===== config.mk =====
export PLATFORM = sky130hd
export DESIGN_NAME = encoder_param_ctrl
export DESIGN_NICKNAME = d
export VERILOG_FILES = /design/src/rtl/enc_ctrl_pkg.sv /design/src/rtl/btn_debounce.sv /design/src/rtl/encoder_param_ctrl.sv
export SDC_FILE = /design/constraint.sdc
export NUM_CORES = 1
export LEC_CHECK = 0
export ABC_AREA = 0
export BUFFER_PORTS_ARGS = -buffer_cell sky130_fd_sc_hd__buf_2
export CORE_ASPECT_RATIO = 0.9
export CORE_MARGIN = 2
export CORE_UTILIZATION = 50
export DETAILED_ROUTE_END_ITERATION = 8
export PLACE_DENSITY_LB_ADDON = 0.08
export SLEW_MARGIN = 30
export SYNTH_ARGS = -nofsm -noshare
export SYNTH_HDL_FRONTEND = slang
export SYNTH_SLANG_ARGS = --single-unit

===== constraint.sdc =====
create_clock -name clk -period 5.2 [get_ports clk]
set_input_delay 0.52 -clock clk [delete_from_list [all_inputs] [get_ports clk]]
set_output_delay 0.52 -clock clk [all_outputs]
set_load 0.01 [all_outputs]

===== src/rtl/enc_ctrl_pkg.sv =====
// Shared types and constants for the front-panel encoder/button parameter controller.
package enc_ctrl_pkg;

  typedef enum logic [1:0] {
    IDLE,
    PRESS_WAIT,
    HELD,
    RELEASE_WAIT
  } btn_state_e;

  typedef enum logic [1:0] {
    STEP_NONE,
    STEP_UP,
    STEP_DOWN
  } step_e;

  // Fast-spin acceleration: steps closer together than ACCEL_WINDOW cycles are scaled by ACCEL_MULT
  localparam int          ACCEL_WINDOW = 4096;
  localparam int          ACCEL_MULT   = 4;
  localparam logic [15:0] GAP_MAX      = 16'hFFFF;

endpackage


===== src/rtl/btn_debounce.sv =====
// Push-button synchroniser and press/release debouncer producing a one-cycle advance pulse
// when a press has been stable for DEBOUNCE_CYCLES samples.
module btn_debounce
  import enc_ctrl_pkg::*;
#(
  parameter int DEBOUNCE_CYCLES = 16
) (
  input  logic clk,
  input  logic reset,
  input  logic i_btn,
  output logic o_advance
);

  localparam int             CW     = $clog2(DEBOUNCE_CYCLES + 1);
  localparam logic [CW-1:0]  C_LAST = CW'(DEBOUNCE_CYCLES - 1);

  logic          r_btn_meta;
  logic          r_btn_s;
  btn_state_e    r_state;
  logic [CW-1:0] r_cnt;
  logic          r_advance;
  logic [CW-1:0] w_cnt_next;

  assign w_cnt_next = r_cnt + CW'(1);
  assign o_advance  = r_advance;

  // The IDLE/HELD sample counts as the first stable sample, so DEBOUNCE_CYCLES samples total
  always_ff @(posedge clk) begin
    if (reset) begin
      r_btn_meta <= 1'b0;
      r_btn_s    <= 1'b0;
      r_state    <= IDLE;
      r_cnt      <= '0;
      r_advance  <= 1'b0;
    end else begin
      r_btn_meta <= i_btn;
      r_btn_s    <= r_btn_meta;
      r_advance  <= 1'b0;
      case (r_state)
        IDLE: begin
          if (r_btn_s) begin
            r_state <= PRESS_WAIT;
            r_cnt   <= '0;
          end
        end
        PRESS_WAIT: begin
          if (!r_btn_s) begin
            r_state <= IDLE;
          end else begin
            r_cnt <= w_cnt_next;
            if (w_cnt_next == C_LAST) begin
              r_state   <= HELD;
              r_advance <= 1'b1;
            end
          end
        end
        HELD: begin
          if (!r_btn_s) begin
            r_state <= RELEASE_WAIT;
            r_cnt   <= '0;
          end
        end
        RELEASE_WAIT: begin
          if (r_btn_s) begin
            r_state <= HELD;
          end else begin
            r_cnt <= w_cnt_next;
            if (w_cnt_next == C_LAST) begin
              r_state <= IDLE;
            end
          end
        end
        default: r_state <= IDLE;
      endcase
    end
  end

endmodule


===== src/rtl/encoder_param_ctrl.sv =====
// Shares one quadrature encoder and push button across NUM_PARAMS saturating parameter registers.
// Optional macro ENC_ACCEL_EN enables step acceleration for fast encoder spins.
module encoder_param_ctrl
  import enc_ctrl_pkg::*;
#(
  parameter int WIDTH           = 8,
  parameter int NUM_PARAMS      = 3,
  parameter int MIN_VAL         = 0,
  parameter int MAX_VAL         = 255,
  parameter int INIT_VAL        = 128,
  parameter int STEP            = 1,
  parameter int DEBOUNCE_CYCLES = 16
) (
  input  logic                        clk,
  input  logic                        reset,
  input  logic                        enc_a,
  input  logic                        enc_b,
  input  logic                        btn,
  output logic [2:0]                  sel,
  output logic [NUM_PARAMS*WIDTH-1:0] params,
  output logic                        update,
  output logic [2:0]                  update_idx
);

  localparam logic [WIDTH:0]   C_MAX      = (WIDTH+1)'(MAX_VAL);
  localparam logic [WIDTH:0]   C_MIN      = (WIDTH+1)'(MIN_VAL);
  localparam logic [WIDTH-1:0] C_MAX_W    = WIDTH'(MAX_VAL);
  localparam logic [WIDTH-1:0] C_MIN_W    = WIDTH'(MIN_VAL);
  localparam logic [WIDTH-1:0] C_INIT     = WIDTH'(INIT_VAL);
  localparam logic [WIDTH:0]   C_STEP     = (WIDTH+1)'(STEP);
  localparam logic [2:0]       C_LAST_SEL = 3'(NUM_PARAMS - 1);

  logic                                r_a_meta, r_a_s, r_pa;
  logic                                r_b_meta, r_b_s, r_pb;
  logic                                r_primed;
  step_e                               r_step;
  step_e                               w_step_dec;
  logic [NUM_PARAMS-1:0][WIDTH-1:0]    r_params;
  logic [2:0]                          r_sel;
  logic                                r_update;
  logic [2:0]                          r_update_idx;
  logic                                w_advance;
  logic [WIDTH:0]                      w_step_sz;
  logic [WIDTH:0]                      w_sum;
  logic [WIDTH-1:0]                    w_old;
  logic [WIDTH-1:0]                    w_new;
  logic                                w_changed;

  btn_debounce #(
    .DEBOUNCE_CYCLES(DEBOUNCE_CYCLES)
  ) u_btn (
    .clk      (clk),
    .reset    (reset),
    .i_btn    (btn),
    .o_advance(w_advance)
  );

  always_comb begin
    w_step_dec = STEP_NONE;
    case ({r_a_s, r_pa, r_b_s, r_pb})
      4'b1000, 4'b0111: w_step_dec = STEP_UP;
      4'b0010, 4'b1101: w_step_dec = STEP_DOWN;
      default:          w_step_dec = STEP_NONE;
    endcase
  end

`ifdef ENC_ACCEL_EN
  localparam logic [WIDTH:0] C_STEP_ACC = (WIDTH+1)'(ACCEL_MULT * STEP);

  logic [15:0] r_gap;

  // Reset parks the gap at its ceiling so the first step after reset is never accelerated
  always_ff @(posedge clk) begin
    if (reset) begin
      r_gap <= GAP_MAX;
    end else if (r_step != STEP_NONE) begin
      r_gap <= '0;
    end else if (r_gap != GAP_MAX) begin
      r_gap <= r_gap + 16'd1;
    end
  end

  assign w_step_sz = (r_gap < 16'(ACCEL_WINDOW)) ? C_STEP_ACC : C_STEP;
`else
  assign w_step_sz = C_STEP;
`endif

  assign w_sum = {1'b0, w_old} + w_step_sz;

  // Arithmetic is one bit wider than the register so saturation never sees a wrapped value
  always_comb begin
    w_old     = r_params[0];
    w_new     = r_params[0];
    w_changed = 1'b0;
    for (int i = 0; i < NUM_PARAMS; i++) begin
      if (r_sel == 3'(i)) w_old = r_params[i];
    end
    case (r_step)
      STEP_UP:   w_new = (w_sum > C_MAX) ? C_MAX_W : w_sum[WIDTH-1:0];
      STEP_DOWN: w_new = ({1'b0, w_old} < (C_MIN + w_step_sz)) ? C_MIN_W
                                                                : (w_old - w_step_sz[WIDTH-1:0]);
      default:   w_new = w_old;
    endcase
    w_changed = (r_step != STEP_NONE) && (w_new != w_old);
  end

  // A step landing with an advance pulse uses the pre-advance selection
  always_ff @(posedge clk) begin
    if (reset) begin
      r_a_meta     <= 1'b0;
      r_a_s        <= 1'b0;
      r_pa         <= 1'b0;
      r_b_meta     <= 1'b0;
      r_b_s        <= 1'b0;
      r_pb         <= 1'b0;
      r_primed     <= 1'b0;
      r_step       <= STEP_NONE;
      r_sel        <= '0;
      r_update     <= 1'b0;
      r_update_idx <= '0;
      for (int i = 0; i < NUM_PARAMS; i++) r_params[i] <= C_INIT;
    end else begin
      r_a_meta <= enc_a;
      r_a_s    <= r_a_meta;
      r_pa     <= r_a_s;
      r_b_meta <= enc_b;
      r_b_s    <= r_b_meta;
      r_pb     <= r_b_s;
      r_primed <= 1'b1;
      r_step   <= r_primed ? w_step_dec : STEP_NONE;
      r_update <= w_changed;
      if (w_changed) begin
        r_update_idx <= r_sel;
        for (int i = 0; i < NUM_PARAMS; i++) begin
          if (r_sel == 3'(i)) r_params[i] <= w_new;
        end
      end
      if (w_advance) begin
        r_sel <= (r_sel == C_LAST_SEL) ? 3'd0 : r_sel + 3'd1;
      end
    end
  end

  assign sel        = r_sel;
  assign params     = r_params;
  assign update     = r_update;
  assign update_idx = r_update_idx;

endmodule


Word level (Yosys, flattened, before mapping) --
Index checks and enable logic that the tools add are counted.
Word-level totals: bits of input ports 5, register bits 50
Operators by class: reductions and logical operators 13, bitwise logic cells 3, multiplexer cells 21, eq/ne operators 19, magnitude comparators 2, add/sub/neg operators 4
Operator list (number):
- $mux 8 | 4
- $mux 5 | 4
- $pmux 5 s4 | 1
- $pmux 8 s2 | 1
- $mux 2 | 6
- $add 8x1->9 const B | 1
- $gt 9x8->1 const B | 1
- $eq 4x4->1 const B | 2
- $lt 8x1->1 const B | 1
- $ne 8x8->1 | 1
- $pmux 2 s4 | 1
- $reduce_and 4->1 | 2
- $sub 8x1->8 const B | 1
- $eq 2x2->1 const B | 3
- $reduce_and 2->1 | 3
- $reduce_or 2->1 | 3
- $add 5x1->5 const B | 1
- $eq 5x4->1 const B | 1
- $eq 2x1->1 const B | 2
- $eq 4x2->1 const B | 1
- $eq 4x3->1 const B | 1
- $ne 2x1->1 const B | 2
- $ne 2x2->1 const B | 2
- $pmux 2 s2 | 1
- 13 further kinds | 16

Longest topological paths before layout --
depth in word-level cells 10, mapped depth 17, depth with buffers taken out 14

Hierarchy --
From an unflattened synthesis, not the netlist that was laid out.
Unflattened totals: cells, all modules 372, area, all modules 3218.1 um^2
Modules (own cells, without submodules):
- encoder_param_ctrl | area an instance 2696.3 um^2, cells an instance 313, times used 1
- btn_debounce | area an instance 521.8 um^2, cells an instance 59, times used 1

Least setup slack after synthesis --
No wires, ideal clock.
kind reg2reg, start point register r_sel[0] (netlist: sel[0]), end point register r_params, in the netlist params[13], path slack 1241 ps, required time 5079 ps, data arrival time 3838 ps, stages on the path, launching flop included 17, path buffers 3, cell sequence dfxtp_1 buf_2 and3b_1 o21ai_1 and2_1 clkbuf_1 ha_1 inv_1 a211oi_4 a41oi_2 a211o_1 a211o_1 mux2i_2 a2111oi_4 or4_1 buf_4 mux2_4
On the way: longest elaborated chain between the ends 10, elaborated cells on any way between the ends 14, those cells by class add/sub (2); order compare (2); eq/ne (3); mux (5); reduce/logical (2)
Ends and longest elaborated chain:
- start, declared | RTL line encoder_param_ctrl.sv:39 | logic [2:0] r_sel;
- start signal, assigned | RTL line encoder_param_ctrl.sv:139 | r_sel <= (r_sel == C_LAST_SEL) ? 3'd0 : r_sel + 3'd1;
- $eq 3x1->1 | RTL line encoder_param_ctrl.sv:96, encoder_param_ctrl.sv:135
- $mux 8 (2 in series) | RTL line encoder_param_ctrl.sv:96 | if (r_sel == 3'(i)) w_old = r_params[i];
- $add 8x1->9 | RTL line encoder_param_ctrl.sv:88 | assign w_sum = {1'b0, w_old} + w_step_sz;
- $gt 9x8->1 | RTL line encoder_param_ctrl.sv:99 | STEP_UP: w_new = (w_sum > C_MAX) ? C_MAX_W : w_sum[WIDTH-1:0];
- $mux 8 | RTL line encoder_param_ctrl.sv:99
- $pmux 8 s2 | RTL line encoder_param_ctrl.sv:98 | case (r_step)
- $ne 8x8->1 | RTL line encoder_param_ctrl.sv:104 | w_changed = (r_step != STEP_NONE) && (w_new != w_old);
- $logic_and 1x1->1 | RTL line encoder_param_ctrl.sv:104
- $reduce_and 2->1 (no line)
- end signal, assigned by index | RTL line encoder_param_ctrl.sv:135 | if (r_sel == 3'(i)) r_params[i] <= w_new;
- end, declared | RTL line encoder_param_ctrl.sv:38 | logic [NUM_PARAMS-1:0][WIDTH-1:0] r_params;
Parallel ways exist; a longest one is shown, timed or not. A chain may end at the register's enable or synchronous reset.

Worst setup path after layout --
start point register r_sel[1] (netlist: sel[1]), end point register r_params, in the netlist params[21]
On the way: longest elaborated chain between the ends 10, elaborated cells on any way between the ends 14, those cells by class add/sub (2); order compare (2); eq/ne (3); mux (5); reduce/logical (2)
Ends and longest elaborated chain (RTL line):
- $eq 3x1->1 | encoder_param_ctrl.sv:96
- $mux 8 (2 in series) | encoder_param_ctrl.sv:96
- $add 8x1->9 | encoder_param_ctrl.sv:88
- $gt 9x8->1 | encoder_param_ctrl.sv:99
- $mux 8 | encoder_param_ctrl.sv:99
- $pmux 8 s2 | encoder_param_ctrl.sv:98
- $ne 8x8->1 | encoder_param_ctrl.sv:104
- $logic_and 1x1->1 | encoder_param_ctrl.sv:104
- $reduce_and 2->1 (no line)
Parallel ways exist; a longest one is shown, timed or not.

==> run_results.csv <==
group,metric,value,unit
yosys,synth_nets,402,
drt,via_per_inst,6.13,
yosys,synth_seq_cells,50,
critical_path,crit_family,"compound AO/OA/AOI/OAI gates",
global_routing,globalRouteTotalUtil,25.2,%
global_routing,grt_max_degree,38,
drt,vias,3051,
floorplanning,ioPinCount,36,
floorplanning,die_x,89.0,um
yosys,synth_top_area_cell,"dfxtp_1",
worst_hold_path,hold_path.class,"in -> reg",
critical_path,critPathBufInv,2,
timing,min_period,4.57,ns
yosys,synth_edf_count,0,
yosys,async_reset_ff_share,0,%
timing,fin_worst_skew,0.00972,ns
critical_path,crit_path_start_kind,"flip-flop",
yosys,synthDistinctLibCells,69,
cts,cts_resized,0,
critical_path,slowest_stage,"or4_1",
floorplanning,dieHeight,80.5,um
finish,diodes,0,
drt,drt_iter0_markers,230,
timing,report.final.slew_viol_count,0,
global_routing,grt_pass1_vias,2675,
cts,hold_buffers,0,
finish,area_delta_synth_final,9.59,%
cts,cts_num_sinks,50,
floorplanning,initial_utilization,52.3,%
critical_path,cp_max_fo,16,
cts,post_cts_buffers,0,
yosys,synth_most_common_cell,"dfxtp_1",
drt,wl,8610,um
cts,cts_root_buf,"clkbuf_8",
drt,drc,0,
critical_path,arrival,4.76,ns
cts,htree_levels,2,
place,port_buffers,35,
cts,numCtsBuffers,5,
critical_path,critPathMaxStageDelay,0.68,ns
drt,wl_per_cell,17.3,um
yosys,synth_top_area_share,30.8,%
global_routing,grt_pass1_wl,13900,um
global_routing,antenna_found_initial,0,
place,gp_congestion,1.01,
power,power_density,198,mW/mm2
yosys,avgSynthCellArea,8.35,um2
critical_path,critPathRequiredTime,5.39,ns
drt,ant_nets,0,
floorplanning,core_region_area,0.00622,mm2
cts,max-clock-path-buffers,2,
power,p_leak,1.57,nW
yosys,synthCells,389,
run,maxCapViolCount,0,
finish,nNetsFinal,423,
power,irDropWorstVdd,183,uV
timing,fin_crit_sh,87.8,%
timing,hold_violations,0,
timing,finalSetupTns,0,ns
timing,rsz0062_at_grt,"false",
floorplanning,dieArea,0.00716,mm2
timing,relSlewSlack,55.1,%
critical_path,worstSetupPathType,"reg -> reg",
critical_path,crit_chain,"xnor2_1 -> o21ai_0 -> nand2_1 -> inv_1 -> ha_1 -> inv_1 -> a211oi_4 -> a41oi_2 -> a211o_1 -> a211o_1 -> mux2i_2 -> a2111oi_4 -> or4_1 -> mux2_4",
yosys,synth_ff_type,"dfxtp_1",
timing,max_clock_freq,0.219,GHz
timing,tightest_slew,0.673,ns
drt,drtPass1Iterations,5,
timing,finalSetupViolCount,0,
cts,cts.clk_slew.worst_paths,0.09,ns
status,status,"complete, no violations",
place,hpwl,6440,um
finish,drive_gt1_share,15.8,%
cts,cts_tree,"built",
global_routing,grt_overflow,0,
place,place_area,0.00344,mm2
yosys,synth.cell_area,0.00325,mm2
floorplanning,rows,27,
yosys,synth_warnings,0,
yosys,ys_seq_area_share,30.8,%
cts,insertion_delay,0.30,ns
yosys,ys_top_cells_by_area,"dfxtp_1 31%, mux2i_1 7.1%, nand2_1 4.5%",
yosys,netlist_top_cells_count,"50 x dfxtp_1, 39 x nand2_1, 30 x nor2_1, 23 x mux2i_1, 22 x o21ai_0",
critical_path,cp-end-kind,"flip-flop",
finish,design_area,0.00356,mm2
-- layout make-up --
type	count	area [um2]
fill	614	2660
multi-input combinational	302	2080
sequential	50	1000
timing repair buffer	39	205
tap	87	109
clock buffer	6	82.6
inverter	12	45.0
clock inverter	2	38.8
-- state kept, by name, summed over array words and instances, names as in the netlist, 2 cells and up, named ones only --
register / flops
u_btn.r_cnt: 5
sel: 3
params: 24
r_step: 2
update_idx: 3
-- power by group --
| group | switching [W] | internal [W] |
|---|---|---|
| combinational | 0.0000189 | 0.00000873 |
| clock | 0.000130 | 0.000158 |
| sequential | 0.00000181 | 0.000386 |
| total | 0.000151 | 0.000553 |
-- worst reg2reg max path, delay by kind of cell, from the launching register on --
family	cells	cell delay [ns]
adders and majority gates	1	0.25
DFF	1	0.60
xor gates and xnor gates	1	0.22
AOI/OAI and AO/OA	6	1.59
muxes	2	0.61
and+or+nand+nor	2	0.91
buffers and inverters	2	0.27
-- cells by family (layout without fill, tap and decap cells) --
group / count (synthesis) / in the layout / synth area share (%)
buffers and inverters: 37 / 59 / 5.20
xor gates and xnor gates: 9 / 9 / 2.43
DFF: 50 / 50 / 30.8
muxes: 30 / 30 / 10.1
AOI/OAI and AO/OA: 97 / 97 / 21.4
and+or+nand+nor: 158 / 158 / 27.0
adders and majority gates: 8 / 8 / 3.08
-- layout by cell type, fill, tap and decap left out, drive strengths merged, types with 3 or more instances in the layout --
master and instances:
a211o 3, and3b 8, ha 8, o221ai 4, or3 4, nand2b 4
mux2i 24, or4 4, o31ai 5, a21oi 22, nor2b 17, clkbuf 6
o211ai 3, and2 5, inv 11, o22ai 3, nor4 4, mux2 6
a21o 4, nor3 6, nor2 30, a221o 3, nand3 14, nand3b 9
o21ai 26, nand2 39, nand4 6, xnor2 7, buf 39, a22oi 4
dfxtp 50
-- worst paths after layout --
| path | from | to | slack, ns | cells after the start |
|---|---|---|---|---|
| worst max-delay path | sel[1]$_SDFFE_PP0P_ | params[21]$_SDFFE_PP0P_ | 0.63 | 14 |
| worst min-delay path | btn | u_btn.r_btn_meta$_SDFF_PP0_ | 0.42 | 2 |
| worst max register to register | sel[1]$_SDFFE_PP0P_ | params[21]$_SDFFE_PP0P_ | 0.63 | 14 |
| worst min register to register | r_a_meta$_SDFF_PP0_ | r_a_s$_SDFF_PP0_ | 0.45 | 1 |
-- routing by layer --
layer | routed length [um] | GRT usage (%) | up-vias | share of wire [%]
li1 | - | - | 1458 | -
met1 | 4070 | 37.0 | 1451 | 47
met2 | 3750 | 36.6 | 120 | 44
met3 | 533 | 4.21 | 22 | 6.2
met4 | 254 | 9.55 | 0 | 3.0
met5 | 0 | 0 | - | 0
-- stage by stage --
step	utilization (%)	hold WS (ns)	worst slack [ns]	cells	total power [W]
after floorplan	-	0.414	1.24	389	0.000417
after global placement	55.3	0.416	0.851	490	0.000424
after detailed placement	55.3	0.431	0.691	490	0.000424
after CTS	57.3	0.420	0.685	498	0.000713
after global routing	57.3	0.439	0.241	498	0.000733
final	57.3	0.424	0.635	498	0.000704
(Power assumes the default switching activity.)
